**src/rtl/jtvigil_pkg.sv**
```systemverilog
// jtvigil_pkg: shared definitions for the sound command transmitter.
// Holds the handshake FSM encoding and the default ack timeout.
package jtvigil_pkg;

   typedef enum logic [1:0] {
      ST_IDLE = 2'd0,
      ST_WAIT = 2'd1,
      ST_GAP  = 2'd2
   } sndcmd_state_t;

   localparam logic [15:0] DEF_TOUT = 16'd4096;

endpackage

```
**src/rtl/jtvigil_sndcmd_fifo.sv**
```systemverilog
// jtvigil_sndcmd_fifo: small circular byte buffer for queued sound commands.
// Depth is 2**AW. A pop and a push in the same cycle are both honoured,
// even when the buffer is full. Pushes into a full buffer are ignored here.
module jtvigil_sndcmd_fifo #(
   parameter int AW = 2
)(
   input  logic          clk,
   input  logic          rst_n,
   input  logic          i_push,
   input  logic [7:0]    i_din,
   input  logic          i_pop,
   output logic [7:0]    o_head,
   output logic [AW:0]   o_level,
   output logic          o_full,
   output logic          o_empty
);

   localparam int DEPTH = 2**AW;
   localparam logic [AW:0] FULL_LVL = {1'b1, {AW{1'b0}}};

   logic [7:0]    r_mem [DEPTH];
   logic [AW-1:0] r_rdPtr;
   logic [AW-1:0] r_wrPtr;
   logic [AW:0]   r_level;
   logic          w_doPush;
   logic          w_doPop;

   assign o_full   = (r_level == FULL_LVL);
   assign o_empty  = (r_level == '0);
   assign w_doPop  = i_pop & ~o_empty;
   assign w_doPush = i_push & (~o_full | w_doPop);
   assign o_head   = r_mem[r_rdPtr];
   assign o_level  = r_level;

   // Storage array; contents need no reset since level gates every read
   always_ff @(posedge clk) begin
      if (w_doPush) r_mem[r_wrPtr] <= i_din;
   end

   // Pointers wrap naturally at 2**AW; level tracks the push/pop balance
   always_ff @(posedge clk or negedge rst_n) begin
      if (!rst_n) begin
         r_rdPtr <= '0;
         r_wrPtr <= '0;
         r_level <= '0;
      end else begin
         if (w_doPush) r_wrPtr <= r_wrPtr + 1'b1;
         if (w_doPop)  r_rdPtr <= r_rdPtr + 1'b1;
         case ({w_doPush, w_doPop})
            2'b10:   r_level <= r_level + 1'b1;
            2'b01:   r_level <= r_level - 1'b1;
            default: r_level <= r_level;
         endcase
      end
   end

endmodule

```
**src/rtl/jtvigil_sndcmd.sv**
```systemverilog
// jtvigil_sndcmd: main-CPU side transmitter for the sound command latch.
// Queues main CPU writes and forwards them one at a time, waiting for the
// sound CPU to clear its latch interrupt before sending the next byte.
// Optional ack timeout: define JTVIGIL_SNDCMD_TIMEOUT_EN (adds TOUT parameter).
module jtvigil_sndcmd
   import jtvigil_pkg::*;
#(
   parameter int AW = 2
`ifdef JTVIGIL_SNDCMD_TIMEOUT_EN
   ,
   parameter logic [15:0] TOUT = DEF_TOUT
`endif
)(
   input  logic          clk,
   input  logic          rst_n,
   input  logic          main_wr,
   input  logic [7:0]    main_dout,
   input  logic          snd_ack,
   input  logic          ovf_clr,
   output logic          latch_wr,
   output logic [7:0]    latch_dout,
   output logic          busy,
   output logic [AW:0]   level,
   output logic          ovf
);

   sndcmd_state_t r_state;
   sndcmd_state_t w_nextState;

   logic       r_mainWrL;
   logic       w_push;
   logic       w_pop;
   logic       w_drop;
   logic       w_timeout;
   logic [7:0] w_head;
   logic       w_full;
   logic       w_empty;
   logic       r_latchWr;
   logic [7:0] r_latchDout;
   logic       r_ovf;

   // One push per rising edge of the CPU strobe; a full buffer with no
   // simultaneous pop means the byte is lost
   assign w_push = main_wr & ~r_mainWrL;
   assign w_drop = w_push & w_full & ~w_pop;

   // Previous strobe level, used to turn a long CPU write into one push
   always_ff @(posedge clk or negedge rst_n) begin
      if (!rst_n) r_mainWrL <= 1'b0;
      else        r_mainWrL <= main_wr;
   end

   jtvigil_sndcmd_fifo #(
      .AW(AW)
   ) u_fifo (
      .clk     (clk),
      .rst_n   (rst_n),
      .i_push  (w_push),
      .i_din   (main_dout),
      .i_pop   (w_pop),
      .o_head  (w_head),
      .o_level (level),
      .o_full  (w_full),
      .o_empty (w_empty)
   );

`ifdef JTVIGIL_SNDCMD_TIMEOUT_EN
   logic [15:0] r_toutCnt;

   // Cycles spent waiting for the current ack; restarts with every new byte
   always_ff @(posedge clk or negedge rst_n) begin
      if (!rst_n)                  r_toutCnt <= '0;
      else if (w_pop)              r_toutCnt <= '0;
      else if (r_state == ST_WAIT) r_toutCnt <= r_toutCnt + 16'd1;
   end

   assign w_timeout = (r_state == ST_WAIT) && (r_toutCnt == TOUT - 16'd1);
`else
   assign w_timeout = 1'b0;
`endif

   // Handshake sequencing: send from IDLE, hold in WAIT until acked, then
   // spend one GAP cycle so consecutive pulses are well separated
   always_comb begin
      w_nextState = r_state;
      w_pop       = 1'b0;
      case (r_state)
         ST_IDLE: begin
            if (!w_empty) begin
               w_pop       = 1'b1;
               w_nextState = ST_WAIT;
            end
         end
         ST_WAIT: begin
            if (snd_ack || w_timeout) w_nextState = ST_GAP;
         end
         ST_GAP: begin
            w_nextState = ST_IDLE;
         end
         default: begin
            w_nextState = ST_IDLE;
         end
      endcase
   end

   // FSM state register
   always_ff @(posedge clk or negedge rst_n) begin
      if (!rst_n) r_state <= ST_IDLE;
      else        r_state <= w_nextState;
   end

   // Latch strobe pulses for the cycle after a pop; the data stays put after it
   always_ff @(posedge clk or negedge rst_n) begin
      if (!rst_n) begin
         r_latchWr   <= 1'b0;
         r_latchDout <= 8'h00;
      end else begin
         r_latchWr <= w_pop;
         if (w_pop) r_latchDout <= w_head;
      end
   end

   // Sticky overflow flag; a drop in the same cycle as a clear leaves it set
   always_ff @(posedge clk or negedge rst_n) begin
      if (!rst_n)       r_ovf <= 1'b0;
      else if (w_drop)  r_ovf <= 1'b1;
      else if (ovf_clr) r_ovf <= 1'b0;
   end

   assign latch_wr   = r_latchWr;
   assign latch_dout = r_latchDout;
   assign busy       = (r_state == ST_WAIT);
   assign ovf        = r_ovf;

endmodule

```
**config.mk**
```make
export PLATFORM = sky130hd
export DESIGN_NAME = jtvigil_sndcmd
export DESIGN_NICKNAME = d
export VERILOG_FILES = /design/src/rtl/jtvigil_pkg.sv /design/src/rtl/jtvigil_sndcmd_fifo.sv /design/src/rtl/jtvigil_sndcmd.sv
export SDC_FILE = /design/constraint.sdc
export NUM_CORES = 1
export LEC_CHECK = 0
export ABC_CLOCK_PERIOD_IN_PS = 7100
export CORE_MARGIN = 2
export CORE_UTILIZATION = 50
export CTS_BUF_LIST = sky130_fd_sc_hd__clkbuf_4 sky130_fd_sc_hd__clkbuf_8
export DETAILED_ROUTE_END_ITERATION = 8
export PLACE_DENSITY = 0.73
export SETUP_SLACK_MARGIN = 0.02
export SLEW_MARGIN = 5
export SYNTH_ARGS = -nofsm -noshare
export SYNTH_HDL_FRONTEND = slang
export SYNTH_HIERARCHICAL = 1
export SYNTH_SLANG_ARGS = --single-unit
```
**constraint.sdc**
```tcl
create_clock -name clk -period 7.1 [get_ports clk]
set_input_delay 0.71 -clock clk [delete_from_list [all_inputs] [get_ports clk]]
set_output_delay 0.71 -clock clk [all_outputs]
set_load 0.01 [all_outputs]
```
# Yosys cells after proc, flatten, opt, wreduce, memory -nomap -nowiden
# Memories as Yosys holds them, arrays and structs flattened. A register that Yosys moved wholly into a read port is not among the register bits.
# Cells that the tools add are included.
# word_totals
memories	1
inputBits	13
out_inout_bits	14
regBits	12
ram_bits	32
# memory_table
name	depth	word_bits	read_ports	rd_ports_with_merged_regs	write_ports	line	rtl
u_fifo.r_mem	4	8	1	1	1	jtvigil_sndcmd_fifo.sv:21	logic [7:0] r_mem [DEPTH];
# op_classes
add_sub_neg	4
n_eq_ne	6
bitwise	10
reduce_logical	6
muxes	10
# ops
operator	n
$mux W1	6
$pmux W3 S2	1
$and A1 B1 Y1	5
$add A2 B1 Y2 const B	2
$eq A2 B1 Y1 const B	2
$mux W2	2
$ne A2 B2 Y1 const B	2
$not A1 Y1	4
$pmux W2 S2	1
$reduce_bool A2 Y1	2
$add A3 B1 Y3 const B	1
$eq A3 B3 Y1 const B	1
$logic_not A3 Y1	1
$sub A3 B1 Y3 const B	1
$eq A2 B2 Y1 const B	1
$logic_not A2 Y1	1
$reduce_and A2 Y1	1
$logic_not A1 Y1	1
$or A1 B1 Y1	1

# Logic depth before layout (Yosys ltp)
# Gate-level depths: netlist of the first run.
# logic_depth
depth_word	8
mapped_depth	10

# Cells and area by module
# Netlist of the first run, hierarchy kept.
# modules_own_cells
module	cells_per_inst	seq_area_each_um2	n_inst	area_each_um2
jtvigil_sndcmd_fifo	96	1136.1	1	1677.9
jtvigil_sndcmd	31	325.3	1	514.2

# Least setup slack after synthesis of the first run
# OpenSTA, ideal clock, no wires.
# synth_path
path_kind	flip-flop to flip-flop
from	register u_fifo.r_level[0], in the netlist u_fifo/o_level[0]
to	register u_fifo.r_level[1], in the netlist u_fifo/o_level[1]
setup_slack_ns	4.684
required_time_ns	7.013
period_less_slack_ns	2.416
t_arrival_ns	2.329
n_path_buf	1
stages_incl_launch_ff	11
setup_ns	0.087
cell_sequence	dfrtp_1 > or3_2 > inv_1 > nor3_2 > buf_6 > nor2b_1 > nand2_1 > fa_1 > o21ba_2 > o211ai_1 > a22oi_1
# synth_between
elab_chain_len	8
# synth_lines
element	line	rtl
start: declaration	jtvigil_sndcmd_fifo.sv:24	logic [AW:0] r_level;
start signal: assignment	jtvigil_sndcmd_fifo.sv:50	2'b10: r_level <= r_level + 1'b1;
start signal: assignment	jtvigil_sndcmd_fifo.sv:51	2'b01: r_level <= r_level - 1'b1;
start signal: assignment	jtvigil_sndcmd_fifo.sv:52	default: r_level <= r_level;
$logic_not A3 Y1 (*)	jtvigil_sndcmd_fifo.sv:29	assign o_empty = (r_level == '0);
named net w_empty	jtvigil_sndcmd.sv:37	logic w_empty;
$mux W1 (*)	jtvigil_sndcmd.sv:89	if (!w_empty) begin
$mux W1 (*)	jtvigil_sndcmd.sv:87	case (r_state)
named net w_pop	jtvigil_sndcmd.sv:32	logic w_pop;
$and A1 B1 Y1 (*)	jtvigil_sndcmd_fifo.sv:30	assign w_doPop = i_pop & ~o_empty;
$or A1 B1 Y1	jtvigil_sndcmd_fifo.sv:31	assign w_doPush = i_push & (~o_full | w_doPop);
$and A1 B1 Y1	jtvigil_sndcmd_fifo.sv:31	
$eq A2 B1 Y1 / $eq A2 B2 Y1 (equally long branches)	jtvigil_sndcmd_fifo.sv:49	case ({w_doPush, w_doPop})
$pmux W3 S2 / $reduce_bool A2 Y1 (equally long branches)	n/a	
# Mark *: on every way through the listed nets, which the timed path passes. The rest lies on a longest branch.
# A chain may end at the register's enable or synchronous reset.

# Worst setup path in the final report of the first run
# layout_path
from	input port main_wr
to	register u_fifo.r_level[1], in the netlist u_fifo/o_level[1]
# layout_between
elab_chain_len	4
# layout_lines
element	line	rtl
start: declaration	jtvigil_sndcmd.sv:16	input logic main_wr,
$and A1 B1 Y1 (*)	jtvigil_sndcmd.sv:44	assign w_push = main_wr & ~r_mainWrL;
named net w_push	jtvigil_sndcmd.sv:31	logic w_push;
$and A1 B1 Y1 (*)	jtvigil_sndcmd_fifo.sv:31	
$eq A2 B1 Y1 / $eq A2 B2 Y1 (equally long branches)	jtvigil_sndcmd_fifo.sv:49	
$pmux W3 S2 / $reduce_bool A2 Y1 (equally long branches)	n/a	
# Marked as above.

==> results.txt, run 1 <==
----------------------------------------------------
[STA]
  Slew at the pin closest to its max-slew limit ... 0.9646 ns
  Setup total negative slack ... 0 ns
  Upper clock frequency limit ... 358.5 MHz
  Setup repair after global routing missed its margin ... false
  Final setup slack of the worst path ... 4.311 ns
  Worst hold-check slack ... 0.5166 ns
  Max_slew headroom ... 35.49%
  Skew final ... 0.01042 ns
  Final Critical Period ... 2.789 ns
  Period utilization ... 39.29%
  Endpoints failing hold ... 0
  Total count of max-transition violations in the final report ... 0
  Final count of negative-setup-slack endpoints ... 0

[Critical path]
  Critical path peak fanout ... 9
  Type of origin of the critical path ... input pin
  Number of cell instances on the worst register-to-register path ... 10
  Type of the setup path with the least slack ... input pin to register
  Required time of the critical path ... 7.31 ns
  Category of the worst setup path capture point ... register
  Data arrival time of the worst path ... 3.00 ns

[Layout]
  Ratio of cells with drive above 1 in the final layout ... 22.93%
  Count of inserted antenna diode cells ... 0
  Number of nets in the finished design ... 174
  Area of all sequential standard cells ... 0.001461 mm²
  Synth-to-Final Area Change ... 18.78%
  Number of fill cells ... 320
  Non-filler instance count after layout ... 209
  Area used by multi-input combinational logic ... 656.9 µm²

[Die]
  IO Count ... 27
  Die Footprint ... 0.004930 mm²
  Floorplan Core Area ... 0.004294 mm²
  Die extent in y ... 70.22 µm
  Effective utilization at floorplan ... 51.05%
  Placement Rows ... 24
  Horizontal die dimension ... 70.22 µm

[CTS]
  Worst-skew pair later-pin latency ... 0.30 ns
  # clock sinks ... 52
  Post-cts hold buffer count ... 0
  CTS Buf Count ... 5
  H-tree Lvls ... 2
  Largest buffer count on any clock path ... 2
  CTS clock-pin slew for the worst setup and hold paths ... 0.09 ns
  Post-CTS setup repair buffer count ... 0
  Number of gates resized after cts ... 0
  Clock tree from TritonCTS ... done
  Root buffer cell ... sky130_fd_sc_hd__clkbuf_8

[Synthesis]
  Cell with the most instances after synthesis ... sky130_fd_sc_hd__edfxtp_1
  Share of the synthesized area in the top cell type ... 43.84%
  Register bit count reported by yosys ... 52
  Combined area of all synthesized cells ... 0.002192 mm²
  Largest area contributor in the synthesized netlist ... sky130_fd_sc_hd__edfxtp_1
  Most common flop cell mapped by yosys ... sky130_fd_sc_hd__edfxtp_1
  Mapped Avg Cell Area ... 17.26 µm²
  Most area-consuming cells after synthesis ... sky130_fd_sc_hd__edfxtp_1 44%, sky130_fd_sc_hd__dfrtp_1 23%, sky130_fd_sc_hd__mux4_2 8.2%
  Synthesized netlist net count ... 145
  Yosys warning total ... 6
  Synth async-reset ratio ... 38.46%
  Synth cell types ... 34
  Most common library cells after synthesis ... 32 x sky130_fd_sc_hd__edfxtp_1, 20 x sky130_fd_sc_hd__dfrtp_1, 10 x sky130_fd_sc_hd__inv_1
  Share of the yosys chip area belonging to registers ... 66.67%
  Post-synth EDFFs ... 32
  Number of standard cells after synthesis ... 127

[GRT]
  Global-route wire length before repair ... 6065 µm
  Largest net degree at the start of global routing ... 23
  All-layer global routing usage ... 16.61%
  Number of antenna violations at the first check in global routing ... 0
  Overflow left after global routing ... 0
  Number of global-route vias before repair ... 1,229

[Route]
  DR vias ... 1,126
  Average vias per placed instance ... 5.388
  Remaining DRCs ... 0
  Antenna Violating Nets Remaining ... 0
  Routed WL per cell ... 17.09 µm
  Sum of routed wire length over all layers ... 3572 µm
  Detailed-routing iteration count for the pre-antenna-repair pass ... 4
  Number of DRC violations after detailed-routing iteration 0 ... 56

[Hold path]
  Hold depth ... 1
  Path type of the worst min-delay path ... register to register

[Place]
  Port-buffer cells ... 26
  Worst slack at placement ... 4.038 ns
  Placer congestion estimate ... 0.7327
  Placed cells ... 201
  Hpwl dp ... 2378 µm

[Run status]
  Status ... complete, no violations

[Pwr]
  VDD IR-drop max ... 204.1 µV
  Reported leakage power ... 0.9903 nW
  Power density over the cells ... 419.8 mW/mm²

[Job]
  Max cap viols ... 0

----------------------------------------------------
[final cells by class]
| type | count | area share (%) |
|---|---|---|
| Sequential cell | 52 | 56.13 |
| Multi-Input combinational cell | 60 | 25.23 |
| Timing Repair Buffer | 27 | 10.28 |
| Clock buffer | 5 | 2.643 |
| Tap cell | 52 | 2.499 |
| Clock inverter | 3 | 1.778 |
| Inverter | 10 | 1.442 |
[critical path, cell delays in order]
cell,delay (ns)
sky130_fd_sc_hd__clkdlybuf4s50_1,0.48
sky130_fd_sc_hd__nor2b_1,0.56
sky130_fd_sc_hd__nor2b_1,0.16
sky130_fd_sc_hd__nand2_1,0.12
sky130_fd_sc_hd__fa_1,0.43
sky130_fd_sc_hd__o21ba_2,0.24
sky130_fd_sc_hd__o211ai_1,0.08
sky130_fd_sc_hd__a22oi_1,0.21
[cells by family (layout without fill, tap and decap cells)]
family	Yosys count	count (layout)	share of synthesized area, %
flops	52	52	66.67
compound gates	11	11	4.167
simple gates	22	22	6.393
mux	17	17	14.21
buf+inv	15	45	3.368
fa+ha+maj	5	5	3.196
xor+xnor	5	5	1.998
[flip-flops by register name, summed over array words and instances (netlist names)]
signal and flops:
latch_dout 8, latch_wr 1, ovf 1, r_mainWrL 1
r_state 2, u_fifo/o_level 3, u_fifo/r_mem 32, u_fifo/r_rdPtr 2
u_fifo/r_wrPtr 2
[layout by cell type, fill, tap and decap left out, types with 2 or more instances in the layout]
cell	count
sky130_fd_sc_hd__xnor2_1	3
sky130_fd_sc_hd__clkdlybuf4s50_1	26
sky130_fd_sc_hd__and2_2	4
sky130_fd_sc_hd__clkbuf_8	5
sky130_fd_sc_hd__xor2_1	2
sky130_fd_sc_hd__nand3b_1	2
sky130_fd_sc_hd__nand2_1	2
sky130_fd_sc_hd__nor2_1	3
sky130_fd_sc_hd__nand3_1	2
sky130_fd_sc_hd__nor2b_1	3
sky130_fd_sc_hd__mux2_4	8
sky130_fd_sc_hd__dfrtp_1	20
sky130_fd_sc_hd__mux4_2	8
sky130_fd_sc_hd__inv_1	10
sky130_fd_sc_hd__ha_1	4
sky130_fd_sc_hd__edfxtp_1	32
sky130_fd_sc_hd__o21ai_0	2
sky130_fd_sc_hd__o211ai_1	2
[power by group]
part | switching [W] | internal [W]
combinational | 0.000171 | 0.000253
sequential | 0.0000698 | 0.000398
clock | 0.0000958 | 0.000106
[per-layer routing]
metal,GRT usage [%],up-vias,share of wire (%)
li1,-,522,-
met1,20.18,580,43
met2,27.72,22,53
met3,5.916,2,3.7
met4,5.556,0,0.73
met5,0,-,0
[path summary, 6_finish.rpt]
path                              startpoint                 to  slack (ns)
hold / removal                 latch_dout[0]      latch_dout[0]        0.52
setup / recovery                     main_wr  u_fifo/o_level[1]        4.31
setup reg to reg           u_fifo/o_level[0]  u_fifo/o_level[1]        4.37
min in group asynchronous              rst_n      latch_dout[5]        0.93
max in group asynchronous              rst_n  u_fifo/o_level[2]        5.57
hold reg to reg                latch_dout[0]      latch_dout[0]        0.52
[metrics by stage]
step | instance area, µm² | total power, W | utilization [%]
after floorplan | 2192 | 0.0007642 | -
after global placement | 2489 | 0.0008787 | 57.95
after detailed placement | 2489 | 0.0009021 | 57.95
after CTS | 2604 | 0.001107 | 60.64
after global routing | 2604 | 0.001165 | 60.64
final | 2604 | 0.001093 | 60.64
(Power assumes the default switching activity.)
==> run 2, diff against run 1 <==
- ABC_CLOCK_PERIOD_IN_PS: 7100 -> 2850
- clock period: 7.1 -> 2.85 ns (I/O delays scaled with it)
==> run 2 against run 1 <==
Compared with the run above:
- die area is the same
- register-to-register slack lost 4.0 ns
- first-iteration DRC count shrank 18%
- sequential power grew to 2.5 times the previous value
- combinational power grew to 2.5 times the previous value
- core utilization grew 1.2 points
- sequential share of layout area shrank 1.1 points
- largest power group unchanged
- clock-buffer cell count is the same
- routed wire length shrank 3.2%
- worst hold slack lost 0.061 ns
- cell count grew 0.48%
==> results.txt, run 2 (synthesized netlist as in run 1, its figures left out) <==
----------------------------------------------------
[Route]
  Number of DRC violations after detailed-routing iteration 0 ... 46 (-18%)
  DR vias ... 1,117 (-0.80%)
  Detailed-routing iteration count for the pre-antenna-repair pass ... 4 (unchanged)
  Remaining DRCs ... 0 (unchanged)
  Average vias per placed instance ... 5.319 (-1.3%)
  Antenna Violating Nets Remaining ... 0 (unchanged)
  Sum of routed wire length over all layers ... 3459 µm (-3.2%)
  Routed WL per cell ... 16.47 µm (-3.6%)

[CTS]
  Number of gates resized after cts ... 0 (unchanged)
  Root buffer cell ... sky130_fd_sc_hd__clkbuf_8
  Post-CTS setup repair buffer count ... 0 (unchanged)
  Clock tree from TritonCTS ... done
  Post-cts hold buffer count ... 0 (unchanged)
  Largest buffer count on any clock path ... 2 (unchanged)
  Worst-skew pair later-pin latency ... 0.31 ns (about the same)
  H-tree Lvls ... 2 (unchanged)
  CTS Buf Count ... 5 (unchanged)
  CTS clock-pin slew for the worst setup and hold paths ... 0.09 ns (about the same)
  # clock sinks ... 52 (unchanged)

[Place]
  Instance area after placement ... 0.002496 mm² (+0.30%)
  Placer congestion estimate ... 0.7923 (+8.1%)
  Port-buffer cells ... 26 (unchanged)
  Worst slack at placement ... 0.4292 ns (-3.609 ns)
  Hpwl dp ... 2366 µm (-0.53%)

[Pwr]
  VDD IR-drop max ... 477.3 µV (+130%)
  Reported leakage power ... 1.019 nW (+2.9%)
  Power density over the cells ... 1091 mW/mm² (+160%)
  Post-layout total power ... 0.002896 W (+160%)

[GRT]
  Largest net degree at the start of global routing ... 22 (-4.3%)
  Overflow left after global routing ... 0 (unchanged)
  All-layer global routing usage ... 15.97% (-0.65 points)
  Number of antenna violations at the first check in global routing ... 0 (unchanged)
  Global-route wire length before repair ... 5782 µm (-4.7%)
  Number of global-route vias before repair ... 1,211 (-1.5%)

[Critical path]
  Required time of the critical path ... 3.06 ns (-4.25 ns)
  Category of the worst setup path capture point ... register
  Data arrival time of the worst path ... 2.67 ns (-0.33 ns)
  Type of the setup path with the least slack ... register to register
  Critical path peak fanout ... 7 (-2)
  Type of origin of the critical path ... register
  Number of cell instances on the worst register-to-register path ... 9 (-1)

[STA]
  Total count of max-transition violations in the final report ... 0 (unchanged)
  Final Critical Period ... 2.458 ns
  Worst hold-check slack ... 0.4556 ns (-0.06097 ns)
  Max_slew headroom ... 42.62% (+7.1 points)
  Slew at the pin closest to its max-slew limit ... 0.8580 ns (-0.1066 ns)
  Period utilization ... 86.23%
  Final count of negative-setup-slack endpoints ... 0 (unchanged)
  Final setup slack of the worst path ... 0.3923 ns (-3.918 ns)
  Setup total negative slack ... 0 ns (unchanged)
  Upper clock frequency limit ... 406.9 MHz
  Setup repair after global routing missed its margin ... false
  Skew final ... 0.008019 ns (-0.002397 ns)
  Endpoints failing hold ... 0 (unchanged)

[Layout]
  Number of nets in the finished design ... 175 (+0.57%)
  Final Instance Area ... 0.002655 mm² (+2.0%)
  Count of inserted antenna diode cells ... 0 (unchanged)
  Most frequent standard cell in the layout excluding fill and tap cells ... sky130_fd_sc_hd__edfxtp_1
  Ratio of cells with drive above 1 in the final layout ... 23.42% (+0.49 points)
  Number of flip-flops in the largest register ... 32 (unchanged)
  Synth-to-Final Area Change ... 21.12%
  Register with the most flip-flops ... u_fifo/r_mem
  Commonest non-fill, non-tap cells in the layout ... 32 x sky130_fd_sc_hd__edfxtp_1, 26 x sky130_fd_sc_hd__clkdlybuf4s50_1, 20 x sky130_fd_sc_hd__dfrtp_1, 10 x sky130_fd_sc_hd__inv_1

[Run status]
  Status ... complete, no violations

[Die]
  Effective utilization at floorplan ... 51.05% (unchanged)
  IO Count ... 27 (unchanged)
  Horizontal die dimension ... 70.22 µm (unchanged)
  Die Footprint ... 0.004930 mm² (unchanged)
  Die extent in y ... 70.22 µm (unchanged)
  Placement Rows ... 24 (unchanged)
  Floorplan Core Area ... 0.004294 mm² (unchanged)

[Hold path]
  Path type of the worst min-delay path ... input pin to asynchronous set/reset pin

[Job]
  Max cap viols ... 0 (unchanged)

----------------------------------------------------
[run 2: changes by cell type in the layout (fill, tap and decap cells not counted)]
cell                         change
sky130_fd_sc_hd__bufinv_16       +2
sky130_fd_sc_hd__inv_6           -1
sky130_fd_sc_hd__buf_4           +1
sky130_fd_sc_hd__clkinvlp_4      -1
[run 2: final timing paths]
| path | to | from | slack [ns] |
|---|---|---|---|
| setup reg to reg | u_fifo/o_level[1] | u_fifo/o_level[0] | 0.39 |
| min in group clk | r_mainWrL | main_wr | 0.46 |
| max in group asynchronous | latch_dout[3] | rst_n | 1.86 |
| hold / removal | latch_dout[5] | rst_n | 0.46 |
| setup / recovery | u_fifo/o_level[1] | u_fifo/o_level[0] | 0.39 |
| hold reg to reg | latch_dout[0] | latch_dout[0] | 0.52 |
[run 2: layout make-up]
cell class | instances | area (µm²)
clock buffers | 5 | 68.82
clock inverters | 3 | 90.09
fillers | 312 | 1639
inverters | 10 | 37.54
multi-input cells | 60 | 656.9
flip-flops and latches | 52 | 1461
well taps | 52 | 65.06
repair buffers | 28 | 275.3
[run 2: routing by layer]
metal / GRT usage (%) / share of wire, % / wire length, µm
met5: 0 / 0 / 0
met4: 9.188 / 2.8 / 96
met3: 4.040 / 4.0 / 137
met2: 25.82 / 51 / 1758
met1: 19.49 / 42 / 1466
[run 2: power breakdown]
| group | internal (W) | switching (W) |
|---|---|---|
| Combinational | 0.000634 | 0.000422 |
| Sequential | 0.000992 | 0.000176 |
| Clock | 0.000438 | 0.000233 |
[run 2: stage by stage]
| step | std cells | utilization [%] |
|---|---|---|
| finish | 210 | 61.83 |
| global route | 210 | 61.83 |
| CTS | 210 | 61.83 |
| detailed placement | 202 | 58.13 |
| global placement | 202 | 58.13 |
| floorplan | 127 | - |
[run 2: worst max-delay path, stage by stage (launching register included)]
cell and delay, ns:
sky130_fd_sc_hd__dfrtp_1 0.45, sky130_fd_sc_hd__or3_2 0.54, sky130_fd_sc_hd__inv_1 0.10, sky130_fd_sc_hd__nor3_2 0.04, sky130_fd_sc_hd__nor2b_1 0.15, sky130_fd_sc_hd__nand2_1 0.09, sky130_fd_sc_hd__fa_1 0.44, sky130_fd_sc_hd__o21ba_2 0.25
sky130_fd_sc_hd__o211ai_1 0.08, sky130_fd_sc_hd__a22oi_1 0.23
==> variant 1: new RTL, config.mk and constraints of run 2 <==
The option `JTVIGIL_SNDCMD_TIMEOUT_EN` is turned on by a define.
--- a/src/rtl/jtvigil_sndcmd.sv
+++ b/src/rtl/jtvigil_sndcmd.sv
@@ -4,2 +4,4 @@
 // Optional ack timeout: define JTVIGIL_SNDCMD_TIMEOUT_EN (adds TOUT parameter).
+`define JTVIGIL_SNDCMD_TIMEOUT_EN
+
 module jtvigil_sndcmd
Formal check against the unedited RTL: no difference found for any inputs over 10 cycles, from zero or initial values and one cycle with rst_n low; that may be too few to reach the edited logic, so the function may still have changed.
==> variant 1 against run 2 <==
  * Setup slack lost 7.5 ps
  * Wire length grew 52%
  * Power grew 17%
  * Worst hold slack lost 92 ps
  * Area after synthesis grew 37%
  * Sequential power grew 22%
  * Sequential cell count grew 16
  * Combinational power grew 9%
  * Synthesized cell count grew 77%
  * Cell area grew 33%
  * Non-clock buffer count grew 2
  * Critical path type unchanged
  * Largest cell class unchanged
==> variant 1: results (changes against run 2) <==
Syn_nets: 244 (was 145)
Antenna Cells: 0 (unchanged)
Clk_skew: 6.44 ps (was 8.02 ps)
Seq group: 0.00143 W (was 0.00117 W)
Synth Area in Compound Gates: 5.92% (was 4.17%)
Inserted Clock Buffers: 9 (was 5)
Layout cell share with drive strength beyond 1: 15.3% (was 23.4%)
Vias in the first global route: 1812 (was 1211)
Peak VDD IR: 466 uV (was 477 uV)
Worst-Margin Slew: 584 ps (was 858 ps)
Placer Congestion: 0.769 (was 0.792)
CP max FO: 9 (was 7)
Post-CTS Resized: 0 (unchanged)
Post-CTS Setup Bufs: 0 (unchanged)
Filler cell count: 457 (was 312)
Largest net degree at the start of global routing: 37 (was 22)
Clock buffer depth: 2 (unchanged)
CP Launch Point: u_fifo/o_level[2] (was u_fifo/o_level[0])
Total GRT Usage: 18.1% (was 16.0%)
Post-Synth XOR/XNOR Area: 1.46% (was 2.00%)
Most flop-heavy register: u_fifo/r_mem (unchanged)
Cell internal pwr: 0.00221 W (was 0.00207 W)
Worst setup path end: u_fifo/o_level[2] (was u_fifo/o_level[1])
Synth Flop Type: dfrtp_1 (was edfxtp_1)
Drt first pass iters: 5 (was 4)
Comb. pwr: 0.00116 W (was 0.00106 W)
Post-synth top cells: nand2_1, dfrtp_1, edfxtp_1 (was edfxtp_1, dfrtp_1, inv_1)
Root Driver: clkbuf_8 (unchanged)
Sequential fraction of the synthesis area: 62.0% (was 66.7%)
Class of the worst hold path: in2async (unchanged)
Nets: 276 (was 175)
Via density: 5.34 (was 5.32)
Mux contribution to synthesized area: 9.83% (was 14.2%)
Synth area leaders: edfxtp_1, dfrtp_1, mux4_2, nand2_1, mux2i_1 (was edfxtp_1, dfrtp_1, mux4_2, mux2_4, ha_1)
Async SR Flop Fraction: 52.9% (was 38.5%)
Worst-Skew Late Latency: 340 ps (was 310 ps)
Yosys cell types: 51 (was 34)
Post-DP HPWL: 3520 um (was 2370 um)
Arr. time, crit path: 2660 ps (was 2670 ps)
R2R Setup Slk: 380 ps
Iteration-0 DRC Markers: 96 (was 46)
DR WL/cell: 15.6 um (was 16.5 um)
Leak: 1.44 nW (was 1.02 nW)
First-pass GRT wire length: 8650 um (was 5780 um)
Port Buffer Count: 26 (unchanged)
Status: complete, no violations (unchanged)
CTS H-tree depth: 3 (was 2)
Adder-Cell Fraction of Synth Area: 2.75% (was 3.20%)
[variant 1: cell count changes after synthesis, moves of 4 or more]
cell     change
mux2_4       -7
o21ai_0      +6
and2_2       -4
nand2_1     +40
mux2i_1     +10
dfrtp_1     +16
nand4_1      +5
[variant 1: layout make-up]
class / count / area, um2 / area share, %
clock inverters: 7 / 75.1 / 2.12
well taps: 75 / 93.8 / 2.65
repair buffers: 30 / 290 / 8.21
multi-input cells: 139 / 1050 / 29.6
flip-flops and latches: 68 / 1860 / 52.7
clock buffers: 9 / 124 / 3.50
inverters: 9 / 43.8 / 1.24
[variant 1: cell families (layout without fill, tap and decap cells)]
group | Yosys count | in the layout
AND/OR/NAND/NOR | 84 | 84
AO/OA/AOI/OAI | 25 | 25
flip-flops | 68 | 68
XOR/XNOR | 5 | 5
multiplexers | 19 | 19
adder cells (fa/ha/maj) | 6 | 6
buffers and inverters | 18 | 55
[variant 1: per-stage QoR]
step                      worst slack [ps]  std cells  power (W)  area, um2  hold slack, ps
after detailed placement               446        321    0.00262       3340             464
final                                  385        337    0.00338       3540             364
after CTS                              370        337    0.00342       3540             370
after global placement                 515        321    0.00259       3340             458
after floorplan                        103        225    0.00223       3000           -10.6
after global routing                   211        337    0.00361       3540             400
[variant 1: critical path, cell delays in order, from the launching register on]
cell      delay [ps]
dfrtp_1          480
nor3_1           110
or3_1            400
inv_6             80
nand2b_1          80
or2_2            290
fa_1             380
nand2b_1         180
o211ai_1         150
o311ai_0         170
[variant 1: metal layers]
layer / vias up / routed length (um) / track usage [%]
met1: 882 / 2420 / 24.0
li1: 883 / - / -
met3: 7 / 133 / 3.96
met4: 0 / 82 / 9.32
met5: - / 0 / 0
met2: 27 / 2640 / 28.2
==> variant 2: new RTL, settings of run 2 <==
Made on the original files. Re-encode `sndcmd_state_t` (3 states) as one-hot, 3 bits wide.
--- a/src/rtl/jtvigil_pkg.sv
+++ b/src/rtl/jtvigil_pkg.sv
@@ -4,6 +4,6 @@
 
-   typedef enum logic [1:0] {
-      ST_IDLE = 2'd0,
-      ST_WAIT = 2'd1,
-      ST_GAP  = 2'd2
+   typedef enum logic [2:0] {
+      ST_IDLE = 3'b001,
+      ST_WAIT = 3'b010,
+      ST_GAP  = 3'b100
    } sndcmd_state_t;
Behaviour: same outputs for any inputs over 10 cycles, from zero or initial values and one cycle with rst_n low; not proved beyond that.
==> variant 2 against run 2 <==
  * Cell area hardly changed
  * Via count increased by 1.1%
  * Setup slack improved by 44 ps
  * Area after synthesis increased by 1.8%
  * Synthesized cell count grew 1.6%
  * Wire length rose by 1.5%
  * Final cell count rose by 0.95%
  * Sequential cell count grew 1
  * Die area rose by 1.7%
  * Clock power down 22%
  * Power fell by 4.1%
  * Highest routed layer unchanged
==> variant 2: results (changes against run 2) <==
Status: complete, no violations (unchanged)
Clock Power Share: 18.7% (was 23.2%)
Vias post-DR: 1129 (was 1117)
Non-clock buffering overhead: 10.4% (about the same)
# clk buffers: 6 (was 5)
Placer Congestion: 0.791 (was 0.792)
First-pass GRT wire length: 5840 um (was 5780 um)
Post-Route WL: 3510 um (was 3460 um)
Iteration-0 DRC Markers: 84 (was 46)
GR peak layer: met2 (unchanged)
Layout cell share with drive strength beyond 1: 23.1% (was 23.4%)
Cell internal pwr: 0.00194 W (was 0.00207 W)
Leak: 1.01 nW (was 1.02 nW)
Fraction of area in registers: 56.0% (was 55.0%)
Arr. time, crit path: 2630 ps (was 2670 ps)
Area of the multi-input gates: 671 um2 (was 657 um2)
Total GRT Usage: 15.9% (was 16.0%)
Post-synth top cells: edfxtp_1, dfrtp_1, inv_1 (unchanged)
Async SR Flop Fraction: 39.6% (was 38.5%)
Metal2 WL: 1930 um (was 1760 um)
Clock network area share: 4.52% (was 5.98%)
Post-DP HPWL: 2460 um (was 2370 um)
Vias in the first global route: 1246 (was 1211)
Peak VDD IR: 572 uV (was 477 uV)
Met1 WL: 1430 um (was 1470 um)
Cell Area, Placed: 0.00254 mm2 (was 0.00250 mm2)
Post-CTS Setup Bufs: 0 (unchanged)
Multi-In Gates: 61 (was 60)
GR Layer Usage met1: 17.7% (was 19.5%)
Clk_skew: 5.48 ps (was 8.02 ps)
Sequential fraction of the synthesis area: 66.6% (was 66.7%)
Syn_nets: 147 (was 145)
[variant 2: per-stage QoR]
| stage | instances | utilization [%] | hold WS, ps |
|---|---|---|---|
| after floorplan | 129 | - | -10.6 |
| after global placement | 204 | 58.7 | 495 |
| after detailed placement | 204 | 58.7 | 496 |
| after CTS | 212 | 61.4 | 469 |
| after global routing | 212 | 61.4 | 479 |
| final | 212 | 61.4 | 475 |
[variant 2: logic make-up after synthesis]
family          after synthesis  synth area share [%]
mux                          17                  13.8
xor+xnor                      5                  1.96
flops                        53                  66.6
buf+inv                      15                  3.31
fa+ha+maj                     5                  3.14
simple gates                 22                  6.73
compound gates               12                  4.43
[variant 2: worst max-delay path by stage]
stage | slack [ps] | end | cells past startpoint
floorplan | 390 | u_fifo/o_level[1] | 10
finish | 440 | u_fifo/o_level[1] | 9
global route | 320 | u_fifo/o_level[1] | 9
CTS | 430 | u_fifo/o_level[1] | 9
detailed placement | 450 | u_fifo/o_level[1] | 9
global placement | 540 | u_fifo/o_level[1] | 9
